## config.mk

```make
export PLATFORM = sky130hd
export DESIGN_NAME = rotor2_inv
export DESIGN_NICKNAME = d
export VERILOG_FILES = /design/src/rtl/rotor2_inv.sv
export SDC_FILE = /design/constraint.sdc
export NUM_CORES = 1
export LEC_CHECK = 0
export ABC_CLOCK_PERIOD_IN_PS = 5600
export CAP_MARGIN = 20
export CORE_AREA = 2 2 86 88
export DETAILED_ROUTE_END_ITERATION = 10
export DIE_AREA = 0 0 88 90
export GPL_TIMING_DRIVEN = 0
export PLACE_DENSITY = 0.53
export SLEW_MARGIN = 0
export SYNTH_ARGS = -nofsm -noshare
export SYNTH_HDL_FRONTEND = slang
export SYNTH_SLANG_ARGS = --single-unit
```

## constraint.sdc

```tcl
create_clock -name clk -period 5.6 [get_ports clk]
set_input_delay 0.56 -clock clk [delete_from_list [all_inputs] [get_ports clk]]
set_output_delay 0.56 -clock clk [all_outputs]
set_load 0.005 [all_outputs]
```

## src/rtl/rotor2_inv.sv

```systemverilog
// Return-path decoder for rotor 2: recovers the input-side letter from a reflector-side code.
// Optional macro ROTOR2_INV_AUTOSTEP_EN advances the rotor on every accepted input.
module rotor2_inv #(
    parameter int unsigned RESET_POS = 0
) (
    input  logic       clk,
    input  logic       reset,
    input  logic       in_valid,
    output logic       in_ready,
    input  logic [4:0] in_code,
    input  logic       step,
    input  logic       load,
    input  logic [4:0] load_pos,
    output logic       out_valid,
    input  logic       out_ready,
    output logic [4:0] out_code,
    output logic       out_err,
    output logic [4:0] pos,
    output logic       notch_out
);

    localparam int unsigned CW   = 5;
    localparam int unsigned TW   = 6;
    localparam int unsigned NPOS = 26;
    localparam logic [CW-1:0] LAST_POS = CW'(NPOS - 1);

    // Inverse wiring table, indexed by t in 1..26.
    function automatic logic [CW-1:0] minv(input logic [TW-1:0] t);
        case (t)
            6'd1:    minv = 5'd6;
            6'd2:    minv = 5'd13;
            6'd3:    minv = 5'd18;
            6'd4:    minv = 5'd5;
            6'd5:    minv = 5'd16;
            6'd6:    minv = 5'd1;
            6'd7:    minv = 5'd21;
            6'd8:    minv = 5'd17;
            6'd9:    minv = 5'd15;
            6'd10:   minv = 5'd14;
            6'd11:   minv = 5'd3;
            6'd12:   minv = 5'd22;
            6'd13:   minv = 5'd19;
            6'd14:   minv = 5'd8;
            6'd15:   minv = 5'd2;
            6'd16:   minv = 5'd10;
            6'd17:   minv = 5'd9;
            6'd18:   minv = 5'd23;
            6'd19:   minv = 5'd20;
            6'd20:   minv = 5'd25;
            6'd21:   minv = 5'd4;
            6'd22:   minv = 5'd26;
            6'd23:   minv = 5'd12;
            6'd24:   minv = 5'd11;
            6'd25:   minv = 5'd24;
            6'd26:   minv = 5'd7;
            default: minv = 5'd0;
        endcase
    endfunction

    logic          accept;
    logic          adv;
    logic          code_bad;
    logic [TW-1:0] t_sum;
    logic [TW-1:0] t_mod;
    logic [TW-1:0] t_idx;
    logic [CW-1:0] dec_code;
    logic [CW-1:0] load_val;

    assign in_ready = !out_valid || out_ready;
    assign accept   = in_valid && in_ready;

    // Undo the rotor offset; a zero remainder maps to letter slot 26.
    always_comb begin
        t_sum    = TW'(in_code) + TW'(NPOS) - TW'(pos);
        t_mod    = (t_sum >= TW'(NPOS)) ? t_sum - TW'(NPOS) : t_sum;
        t_idx    = (t_mod == '0) ? TW'(NPOS) : t_mod;
        code_bad = (in_code > LAST_POS);
        dec_code = code_bad ? '0 : minv(t_idx);
    end

    always_comb begin
        load_val = (load_pos > LAST_POS) ? '0 : load_pos;
`ifdef ROTOR2_INV_AUTOSTEP_EN
        adv = step || accept;
`else
        adv = step;
`endif
    end

    // Result register and rotor position; decode above always sees the pre-edge pos.
    always_ff @(posedge clk) begin
        if (reset) begin
            out_valid <= 1'b0;
            out_code  <= '0;
            out_err   <= 1'b0;
            notch_out <= 1'b0;
            pos       <= CW'(RESET_POS);
        end else begin
            if (accept) begin
                out_valid <= 1'b1;
                out_code  <= dec_code;
                out_err   <= code_bad;
            end else if (out_ready) begin
                out_valid <= 1'b0;
            end

            notch_out <= 1'b0;
            if (load) begin
                pos <= load_val;
            end else if (adv) begin
                if (pos == LAST_POS) begin
                    pos       <= '0;
                    notch_out <= 1'b1;
                end else begin
                    pos <= pos + CW'(1);
                end
            end
        end
    end

endmodule

```

# After elaboration in Yosys (flattened, before gate mapping)
# Memories as Yosys holds them, arrays and structs flattened.
# Index checks and enable logic that the tools add are counted.
# Widths: inputs -> output; s select.
# classes
add_sub_neg,4
magnitude_cmp,3
n_eq_ne,1
muxes,11
n_bitwise,1
reduce_logical,7
# ops
cell,count
$mux 5,6
$mux 6,2
$gt 5x5->1 const B,2
$add 5x5->6 const B,1
$ge 6x5->1 const B,1
$logic_not 6->1,1
$sub 6x5->6,1
$sub 6x5->6 const B,1
$add 5x1->5 const B,1
$eq 5x5->1 const B,1
$reduce_bool 2->1,2
$mux 1,3
$reduce_or 3->1,1
$logic_and 1x1->1,1
$logic_not 1->1,1
$logic_or 1x1->1,1
$not 1->1,1
# word_totals
register_bits,13
romBits,160
out_inout_bits,14
word_cells,33
memories,1
# memory_table
memory,depth,width,read_ports,rd_ports_with_merged_regs,write_ports,line_no,text
(no name shown),32,5,1,0,0,29,case (t)

# Longest topological paths before layout
# An unclocked memory read counts as a cell.
# depth
word_depth,9
ltp_mapped,20
ltp_nobuf,19

# Least setup slack after synthesis
# OpenSTA, ideal clock, no wires.
# synth_timing
kind,in2reg
startpoint,input port in_code[1]
endpoint,register out_code[4]
setup_ns,0.117
t_arrival_ns,4.387
required_time_ns,5.483
setup_slack_ns,1.095
stages,19
path_buffers,1
cell_sequence,inv_1 ha_1 inv_1 ha_1 fa_1 clkbuf_1 inv_1 ha_1 nand2_1 or4_1 o221ai_1 nand3_1 o21ai_0 inv_1 ha_1 o22ai_1 a22oi_1 a21o_1 a32o_2
# synth_via
elab_chain_len,9
word_cells_on_any_way,11
cone_classes,3 x add/sub; 2 x order compare; 4 x mux; 1 x reduce/logical; 1 x memory
# synth_lines
element,line_no,text
start: declaration,10,"input logic [4:0] in_code,"
$add 5x5->6,74,t_sum = TW'(in_code) + TW'(NPOS) - TW'(pos);
$sub 6x5->6,74,
$sub 6x5->6 or $ge 6x5->1 (tied branches),75,t_mod = (t_sum >= TW'(NPOS)) ? t_sum - TW'(NPOS) : t_sum;
$mux 6,75,
$logic_not 6->1,76,t_idx = (t_mod == '0) ? TW'(NPOS) : t_mod;
$mux 6,76,
$mem_v2 32x5,n/a,
$mux 5,29,
$mux 5 (*),78,dec_code = code_bad ? '0 : minv(t_idx);
end signal: assignment,101,out_code <= dec_code;
end: declaration,16,"output logic [4:0] out_code,"
# Mark *: on every way between the ends. The rest lies on a longest branch, timed or not.
# A chain may end at the register's enable or synchronous reset.

# Worst setup path in the final report
# Same ends and word-level chain as after synthesis.

==> run metrics <==
Post-Syn Instances=217; total die area=between 0.007 and 0.008 mm2; TritonCTS Buffers=3; largest net degree at the start of global routing=11; vias=about 1,700; Max Fclk=192.7 MHz; #FFs+latches synth=13; maximum vdd drop=0.1346 mV; vias in the first global route=approximately 1,600; worst-path cell chain=clkdlybuf4s50_1 -> inv_1 -> ha_1 -> inv_1 -> ha_1 -> fa_1 -> inv_1 -> ha_1 -> nand2_1 -> or4_1 -> o221ai_1 -> nand3_1 -> o21ai_0 -> inv_1 -> ha_1 -> o22ai_1 -> a22oi_1 -> a21o_1 -> a32o_2; final wirelength=4.490 mm; Hold Path Class=flip-flop to flip-flop; final setup margin=0.4108 ns; max incr delay on CP=0.72 ns; row count=31; cts hold-fix bufs=0; Syn Area/Cell=7.865 um2; Clock Skew=0.001738 ns; share of layout cells above drive strength 1=8.097%; Crit path max-delay family=adder cells; XOR/XNOR Fraction of Synth Area=under 10%; Worst Min Path Start=out_code[1]; Cell Pwr Density=305.2 mW/mm2; n_diodes=0; status=finished clean; Place WS=0.05504 ns; critical path class=input pin to flip-flop; Final Slew Violations=0; Hold WS=between 0.4 and 0.5 ns; layout net count=281; Startpoint Class=input pin; first-pass GRT wire length=around 7.6 mm; simple-gate share of the synthesized area=18.91%; final setup fails=0; Final min period=5.189 ns; Ports=30; cts repair resizes=0; Tot Pwr=0.0006541 W; First DRT Iteration DRCs=82; Root Driver=clkbuf_8; Synth Warn #=0; CP Data Arrival Time=5.33 ns; CTS sink count=13; CP Capture Type=flip-flop; RSZ-0062 raised after global routing=false; Post-Synth Adder-Cell Area=roughly an eighth; Synth cell types=62; Initial Utilization=about 24%; Die Span Y=90 um; grt ovf=0; DRT Pass-1 Iters=4; worst setup path start=in_code[1]; Synth Area in Compound Gates=31.52%; core area=0.007020 mm2; Post-synth EDFFs=0; Post-CTS Setup Inserts=0; H-Tree Depth=1; Syn Nets=250; Max-Cap Viols=0; Final GP Congestion=0.8242; Buf/Inv on CP=5; WL/cell=between 10 and 15 um; CTS tree=done; Static Leakage=0.8364 nW; worst path required time=5.74 ns; slew margin rel.=53.68%; Die Wd=88 um; Reg clk slew, reported paths=0.06 ns; CP max-delay cell=fa_1; worst skew pair latency=around 0.25 ns; Area Growth Syn to Fin=25.59%; register area share after synthesis=between 10% and 20%; Final Hold Fails=0; Routed Antenna Nets=0; Slew @ Worst Pin=~0.69 ns; Post-synth ARST share=0%; final worst-path cycle share=92.66%; Max FO, Critical Path=9; Fillers=between 700 and 800; top_reg_cell synth=dfxtp_1; hpwl dp=3.522 mm; fin util=30.53%; Max clock buf depth=2; largest family of logic cells by synthesized area=compound AO/OA/AOI/OAI gates; initial antenna violation count=0; port buffer count=27; DRC=0; vias per inst=4.986; post-synthesis mux area share=10.34%; RR Startpoint=pos[2]; Total GRT Usage=11.66%; Synth Cell Area=approximately 0.0017 mm2
synth_stat cells, types with 2 or more instances:
master    number  share of area, %
a22oi_1        3               1.3
a221o_1        2               1.2
nand4_1        2              0.73
o221ai_1       2               1.0
a21oi_1        7               2.1
a32oi_1        2               1.0
inv_1         24               5.3
nand3_1        9               2.6
or3_1          2              0.73
o211ai_1       5               2.2
mux2_1         2               1.3
mux2_2         2               1.3
nor2_1        17               3.7
dfxtp_1       13                15
and4_1         2               1.0
or4_1          2              0.88
ha_1          16                12
xnor2_1        3               1.5
buf_6          2               1.3
o21a_1         2              0.88
a21o_1         2              0.88
and3_1         2              0.73
clkbuf_1       7               1.5
o21ai_0        8               2.3
a32o_1         2               1.2
a211o_1        2               1.0
a311oi_1       3               1.5
nand2_1       16               3.5
a31o_1         2               1.0
a31oi_1        9               3.3
nor3_1         7               2.1
mux2i_1        8               4.7
worst paths after layout:
path / endpoint / slack [ns] / cells after the start
hold / removal: out_code[1] / 0.47 / 1
setup reg to reg: out_code[4] / 0.81 / 16
setup / recovery: out_code[4] / 0.41 / 19
hold reg to reg: out_code[1] / 0.47 / 1
report_power, final:
group          switching (W)  internal [W]
Sequential        0.00000927      0.000105
Clock              0.0000383     0.0000492
Combinational       0.000259      0.000193
metal layers:
layer	wire length, um	part of all wire [%]	GRT usage [%]	vias up
met4	73	1.6	3.846	0
met3	151	3.4	1.469	6
li1	-	-	-	879
met2	2061	46	18.43	44
met5	0	0	0	-
met1	2204	49	16.18	796
state kept, by name (all words and copies together), names as in the netlist:
name	flops
out_code	5
pos	5
notch_out	1
out_err	1
out_valid	1
logic make-up after synthesis:
group                      count (synthesis)
buffers and inverters                     34
DFF                                       13
and+or+nand+nor                           66
xor gates and xnor gates                   4
AOI/OAI and AO/OA                         68
adders and majority gates                 17
muxes                                     15
stage by stage:
step | area, um2 | cells | TNS [ns]
after floorplan | 1707 | 217 | 0
after global placement | 2101 | 343 | -0.01133
after detailed placement | 2101 | 343 | 0
after CTS | 2147 | 347 | 0
after global routing | 2143 | 346 | 0
final | 2143 | 346 | 0
layout make-up:
| class | count | area [um2] | share of cell area (%) |
|---|---|---|---|
| plain buffers | 9 | 52.55 | 2.452 |
| clock buffers | 3 | 41.29 | 1.926 |
| clock inverters | 1 | 5.005 | 0.2335 |
| inverters | 24 | 90.09 | 4.203 |
| multi-input cells | 170 | 1300 | 60.65 |
| flip-flops and latches | 13 | 260.3 | 12.14 |
| well taps | 99 | 123.9 | 5.779 |
| repair buffers | 27 | 270.3 | 12.61 |
placed cells by master (no fill, tap or decap), types with 3 or more instances in the layout:
cell type,instances
mux2i_1,8
nor3_1,7
ha_1,16
clkbuf_1,6
o21ai_0,8
dfxtp_1,13
o211ai_1,5
nor2_1,17
xnor2_1,3
nand2_1,16
clkdlybuf4s50_1,27
a21oi_1,7
a31oi_1,9
nand3_1,9
a22oi_1,3
inv_1,24
a311oi_1,3
clkbuf_8,3
No activity file was read; power rests on OpenSTA's default activity.
